## src/rtl/servo_cmd_scheduler.sv

```systemverilog
// Servo command scheduler: arbitrates CPU/button commands and an autonomous sweep
// onto the pwm generator DIN input, with a hold/settle sequence per command.
module servo_cmd_scheduler #(
    parameter int HOLD         = 2,
    parameter int SETTLE       = 16'd50000,
    parameter int STEPS        = 80,
    parameter int NEUTRAL_STEP = 40
) (
    input  logic       SCLK,
    input  logic       RESET,
    input  logic       CPU_REQ,
    input  logic [2:0] CPU_CMD,
    input  logic       BTN_REQ,
    input  logic [2:0] BTN_CMD,
    input  logic       SWEEP_EN,
    output logic [2:0] DIN,
    output logic       CPU_ACK,
    output logic       BTN_ACK,
    output logic       CMD_ERR,
    output logic       BUSY,
    output logic [6:0] STEP_CNT
);

    // state    | meaning
    // S_IDLE   | waiting for a request or sweep slot
    // S_ISSUE  | driving the granted command on DIN for HOLD cycles
    // S_SETTLE | DIN=0 while the servo settles for SETTLE cycles

    typedef enum logic [1:0] {S_IDLE, S_ISSUE, S_SETTLE} state_t;

    localparam logic [2:0]  CMD_LEFT    = 3'b100;
    localparam logic [2:0]  CMD_NEUTRAL = 3'b010;
    localparam logic [2:0]  CMD_RIGHT   = 3'b001;
    localparam logic [15:0] HOLD_LD     = 16'(HOLD - 1);
    localparam logic [15:0] SETTLE_LD   = 16'(SETTLE - 1);
    localparam logic [6:0]  STEPS_C     = 7'(STEPS);
    localparam logic [6:0]  NEUTRAL_C   = 7'(NEUTRAL_STEP);

    state_t      state, state_nxt;
    logic [15:0] tmr, tmr_nxt;
    logic        rr_btn, rr_btn_nxt;

    logic [2:0]  din_nxt;
    logic        cpu_ack_nxt, btn_ack_nxt, cmd_err_nxt, busy_nxt;
    logic [6:0]  step_nxt;

    logic        any_req, pick_btn, grant_ok, start, cmd_valid, launch;
    logic [2:0]  req_cmd, sweep_cmd, issue_cmd;

    function automatic logic is_onehot(input logic [2:0] c);
        return (c == CMD_LEFT) || (c == CMD_NEUTRAL) || (c == CMD_RIGHT);
    endfunction

    function automatic logic [6:0] step_after(input logic [2:0] c, input logic [6:0] cur);
        logic [6:0] r;
        case (c)
            CMD_LEFT:    r = 7'd0;
            CMD_NEUTRAL: r = NEUTRAL_C;
            CMD_RIGHT:   r = (cur >= STEPS_C) ? STEPS_C : cur + 7'd1;
            default:     r = cur;
        endcase
        return r;
    endfunction

    // A registered ACK means the requester still sees its REQ high this cycle,
    // so the acknowledge cycle is never a grant opportunity.
    always_comb begin
        any_req   = CPU_REQ || BTN_REQ;
        pick_btn  = BTN_REQ && (!CPU_REQ || rr_btn);
        req_cmd   = pick_btn ? BTN_CMD : CPU_CMD;
        sweep_cmd = (STEP_CNT < STEPS_C) ? CMD_RIGHT : CMD_LEFT;
        issue_cmd = any_req ? req_cmd : sweep_cmd;
        cmd_valid = is_onehot(issue_cmd);
        grant_ok  = (state == S_IDLE) && !CPU_ACK && !BTN_ACK;
        start     = grant_ok && (any_req || SWEEP_EN);
        launch    = start && cmd_valid;
    end

    always_ff @(posedge SCLK) begin
        if (RESET) begin
            state    <= S_IDLE;
            tmr      <= '0;
            rr_btn   <= 1'b0;
            DIN      <= '0;
            CPU_ACK  <= 1'b0;
            BTN_ACK  <= 1'b0;
            CMD_ERR  <= 1'b0;
            BUSY     <= 1'b0;
            STEP_CNT <= '0;
        end else begin
            state    <= state_nxt;
            tmr      <= tmr_nxt;
            rr_btn   <= rr_btn_nxt;
            DIN      <= din_nxt;
            CPU_ACK  <= cpu_ack_nxt;
            BTN_ACK  <= btn_ack_nxt;
            CMD_ERR  <= cmd_err_nxt;
            BUSY     <= busy_nxt;
            STEP_CNT <= step_nxt;
        end
    end

    always_comb begin
        state_nxt  = state;
        tmr_nxt    = tmr;
        rr_btn_nxt = rr_btn;
        case (state)
            S_IDLE: begin
                if (start && any_req)
                    rr_btn_nxt = !pick_btn;
                if (launch) begin
                    state_nxt = S_ISSUE;
                    tmr_nxt   = HOLD_LD;
                end
            end
            S_ISSUE: begin
                if (tmr == 16'd0) begin
                    state_nxt = S_SETTLE;
                    tmr_nxt   = SETTLE_LD;
                end else begin
                    tmr_nxt = tmr - 16'd1;
                end
            end
            S_SETTLE: begin
                if (tmr == 16'd0) begin
                    state_nxt = S_IDLE;
                    tmr_nxt   = 16'd0;
                end else begin
                    tmr_nxt = tmr - 16'd1;
                end
            end
            default: begin
                state_nxt = S_IDLE;
                tmr_nxt   = 16'd0;
            end
        endcase
    end

    always_comb begin
        din_nxt     = 3'd0;
        cpu_ack_nxt = start && any_req && !pick_btn;
        btn_ack_nxt = start && any_req && pick_btn;
        cmd_err_nxt = start && !cmd_valid;
        busy_nxt    = (state_nxt != S_IDLE);
        step_nxt    = STEP_CNT;
        if (state_nxt == S_ISSUE)
            din_nxt = (state == S_IDLE) ? issue_cmd : DIN;
        if (launch)
            step_nxt = step_after(issue_cmd, STEP_CNT);
    end

endmodule

```

## config.mk

```make
export PLATFORM = sky130hd
export DESIGN_NAME = servo_cmd_scheduler
export DESIGN_NICKNAME = d
export VERILOG_FILES = /design/src/rtl/servo_cmd_scheduler.sv
export SDC_FILE = /design/constraint.sdc
export NUM_CORES = 1
export LEC_CHECK = 0
export ABC_AREA = 1
export BUFFER_PORTS_ARGS = -buffer_cell sky130_fd_sc_hd__buf_2
export CAP_MARGIN = 20
export CORE_MARGIN = 5
export CORE_UTILIZATION = 45
export CTS_CLUSTER_SIZE = 8
export DETAILED_ROUTE_END_ITERATION = 6
export GPL_TIMING_DRIVEN = 0
export PLACE_DENSITY_LB_ADDON = 0.05
export SLEW_MARGIN = 10
export SYNTH_ARGS = -nofsm -noshare
export SYNTH_HDL_FRONTEND = slang
export SYNTH_SLANG_ARGS = --single-unit
```

## constraint.sdc

```tcl
create_clock -name SCLK -period 3.4 [get_ports SCLK]
set_input_delay 0.34 -clock SCLK [delete_from_list [all_inputs] [get_ports SCLK]]
set_output_delay 0.34 -clock SCLK [all_outputs]
set_load 0.005 [all_outputs]
```

== Word level (Yosys, flattened, before mapping) ==
Index checks and enable logic that the tools add are counted.
Storage, ports and cells
  output and inout bits: 14
  memories kept: 0
  input port bits: 11
  register bits: 33
  bits in writable memories: 0
  ROM bits: 0
  bits in latches: 0
Operators by class
  add/sub/neg operators: 2
  shift operators: 0
  mux-type cells: 13
  eq/ne operators: 7
  bitwise logic cells: 1
  multiply operators: 0
  reductions and logical operators: 26
  divide/modulo/power cells: 0
  magnitude comparators: 2
Operators with widths (number)
  $mux W16: 3
  $pmux W16 S3: 1
  $pmux W7 S3: 1
  $logic_not A16 Y1: 1
  $sub A16 B1 Y16 const B: 1
  $logic_and A1 B1 Y1: 9
  $mux W3: 3
  $add A7 B1 Y7 const B: 1
  $ge A7 B7 Y1 const B: 1
  $lt A7 B7 Y1 const B: 1
  $mux W7: 1
  $mux W2: 3
  $pmux W2 S3: 1
  $logic_not A1 Y1: 5
  $logic_or A1 B1 Y1: 5
  $eq A2 B1 Y1 const B: 2
  $reduce_and A2 Y1: 2
  $eq A3 B1 Y1 const B: 1
  $eq A3 B2 Y1 const B: 1
  $eq A3 B3 Y1 const B: 1
  $reduce_bool A3 Y1: 1
  $eq A2 B2 Y1 const B: 1
  $logic_not A2 Y1: 1
  $ne A2 B2 Y1 const B: 1
  other kinds (3): 3

== Depth between registers and ports, before layout ==
  word-level depth: 14
  mapped depth: 13
  gate-level depth less buffers: 13

== Least setup slack after synthesis ==
No wires, ideal clock.
  path kind: register to register
  from: register tmr[0]
  to: register tmr[2]
  period minus slack after synthesis: 1.511 ns
  arrival time: 1.379 ns
  stages on the path, launching flop included: 9
  slack: 1.889 ns
  cells stage by stage: dfxtp_1 -> inv_1 -> ha_1 -> inv_1 -> nor2_1 -> nand4_2 -> a21oi_2 -> o21bai_1 -> a21oi_1
On the way
  longest elaborated chain between the ends: 3
  elaborated cells on any way between the ends: 5
RTL lines
  start: declaration: line 40  | logic [15:0] tmr, tmr_nxt;
  start signal: assignment: line 92  | tmr <= tmr_nxt;
  $sub A16 B1 Y16 or $logic_not A16 Y1 (tied branches)
  $mux W16 (on tied branches): line 125, 117
  $pmux W16 S3 *: line 107  | case (state)
Mark *: on every way between the ends. The rest lies on a longest branch, timed or not.
A chain may end at the register's enable or synchronous reset.

== Final worst setup path ==
  from: register tmr[0]
  to: register tmr[8]
The elaborated chain is that of the path after synthesis.

==> flow_summary.ini <==
[run_status]
status = complete, no violations

[routing]
wl_mm = 4.445
vias = 1842
ant_nets = 0
drcViolationCount = 0
drt-initial-drc-count = 78
wl_per_cell_um = 11.98
first_pass_iters = 4
vias_per_cell = 4.965

[worst_setup_path]
crit_chain = inv_1 > ha_1 > inv_1 > nor2_1 > nand4_2 > a21oi_2 > o21bai_1 > a21oi_1
crit_path_end_kind = register
cp_num_buf_inv = 2
path_delay_family = compound AO/OA/AOI/OAI gates
cpPeakStageDelay_ps = 470
path_common_cell = inv_1
start_kind = register
critical_path_class = reg2reg
cp_data_required_time_ps = 3550
critPathArrivalTime_ps = 2040
crit_fanout = 9
worst_path_max_delay_cell = a21oi_2

[floorplan]
fp.dieH_um = 75.71
ioPinCount = 25
start_util_pct = 47.55
dieWidth_um = 75.71
die-area_um2 = 5732
rows = 23
core_area_um2 = 4086

[synthesis]
synth_edf_count = 0
syn_inst = 289
syn_area_um2 = 1943
ys.flop_type = dfxtp_1
synth_seq_cells = 33
yosys_warnings = 0
synth_cell_types = 29
ys_async_sr_fraction_pct = 0
syn-num-nets = 304
avgSynthCellArea_um2 = 6.724
ys_seq_area_share_pct = 34.00

[clocking]
clockRootBuffer = clkbuf_8
path_clk_slew_ps = 70
clk_path_buf_depth = 2
htree_levels = 2
cts-resized-gates = 0
cts_tree = done
clk_latency_ps = 290
cts_buffers = 5
postCtsHoldBufs = 0
numClockSinks = 33
post_cts_buffers = 0

[pwr]
swShare_pct = 48.62
switching_power_mw = 1.132
combPwrFrac_pct = 60.9
intPower_mw = 1.197
powerDensity_nw_per_um2 = 1055
ir_drop_mv = 0.2870
power.leakage_nw = 1.102
clkPwrFrac_pct = 12.4
power.share.sequential_pct = 26.6

[sta]
rsz0062_at_grt = no
relSlewSlack_pct = 61.22
hold_viol_final = 0
slew_viol_final = 0
fmax_ghz = 0.5319
worst_pin_slew_ps = 575.6
fin_crit_ps = 1880
fin_setup_tns_ps = 0
skew_ps = 5.573
timing.final.crit_share_pct = 55.30
finalSetupViolations = 0

[hold_path]
hp-class = in2reg

[global_routing]
use_met2_pct = 31.74
grt_max_degree = 11
met1_usage_pct = 23.68
grt_use_met3_pct = 3.430
grt.busiest_layer = met2
grtUsageTotal_pct = 18.75
grt_pass1_wl_mm = 8.280
globalRouteOverflowTotal = 0
grt_pass1_vias = 1895
antenna_found_initial = 0

[finish]
syn_to_final_growth_pct = 13.65
final_nets = 335
layout_common_cells = 55 x nand2_1, 45 x nor2_1, 33 x dfxtp_1, 33 x inv_1, 28 x nand3_1
fin_util_pct = 54.04
mostFrequentLayoutCell = nand2_1
diodes = 0
drive_above_1_share_pct = 16.20

[placement]
io_buffers = 24
gp_congestion = 0.8515
hpwl_mm = 3.292

[run]
maxCapViolations = 0
[metal layers]
layer / routed length (um) / part of all wire [%]
met1: 2054 / 46
met2: 2152 / 48
met3: 149 / 3.4
met4: 89 / 2.0
met5: 0 / 0
[power by group through the flow]
stage / registers (mW) / clock network, mW / logic [mW]
global placement: 0.626 / 0 / 1.42
detailed placement: 0.629 / 0 / 1.43
finish: 0.620 / 0.290 / 1.42
floorplan: 0.609 / 0 / 1.13
global route: 0.641 / 0.316 / 1.67
CTS: 0.621 / 0.300 / 1.43
[cell families after synthesis]
family	after synthesis	synth area share (%)
flops	33	34.00
compound gates	45	13.26
buf+inv	40	8.499
simple gates	156	36.70
fa+ha+maj	4	2.576
xor+xnor	11	4.958
[area by class of cell]
type | instances | area [um2]
fill | 423 | 1878
tap | 50 | 62.56
clock buffer | 6 | 72.57
buffer | 6 | 37.54
clock inverter | 2 | 10.01
timing repair buffer | 24 | 120.1
inverter | 34 | 127.6
multi-input combinational | 216 | 1117
sequential | 33 | 660.6
[registers in the layout (all words and copies together) (netlist names)]
name,count
tmr,16
STEP_CNT,7
DIN,3
state,2
BTN_ACK,1
BUSY,1
CMD_ERR,1
CPU_ACK,1
rr_btn,1
[final timing paths]
check	cells after the start	startpoint	slack, ps	end
worst min register to register	2	rr_btn$_SDFFE_PP0P_	480	rr_btn$_SDFFE_PP0P_
worst min-delay path	2	RESET	280	CMD_ERR$_SDFF_PP0_
worst max-delay path	8	tmr[0]$_SDFFE_PP0P_	1520	tmr[8]$_SDFFE_PP0P_
worst max register to register	8	tmr[0]$_SDFFE_PP0P_	1520	tmr[8]$_SDFFE_PP0P_
[cell usage after synthesis (all sizes together), types with 3 or more instances]
| library cell | count | area (um2) |
|---|---|---|
| xor2 | 7 | 61.31 |
| ha | 4 | 50.05 |
| o21bai | 5 | 37.54 |
| nand3 | 32 | 180.2 |
| a21oi | 22 | 113.9 |
| nand2 | 58 | 230.2 |
| nor3 | 7 | 35.03 |
| clkbuf | 4 | 15.01 |
| a21o | 3 | 22.52 |
| inv | 34 | 127.6 |
| xnor2 | 4 | 35.03 |
| or2 | 7 | 43.79 |
| dfxtp | 33 | 660.6 |
| nor2 | 49 | 198.9 |
| o21ai | 11 | 55.05 |
| nand4 | 3 | 25.02 |
[through the flow]
step | worst slack, ps | hold WS [ps] | area (um2) | instances | total power [mW]
finish | 1520 | 278.2 | 2208 | 371 | 2.329
CTS | 1494 | 267.3 | 2208 | 371 | 2.354
global route | 1317 | 297.9 | 2208 | 371 | 2.630
floorplan | 1889 | 419.3 | 1943 | 289 | 1.737
global placement | 1507 | 469.9 | 2126 | 363 | 2.049
detailed placement | 1512 | 470.8 | 2126 | 363 | 2.055
(Power assumes the default switching activity.)
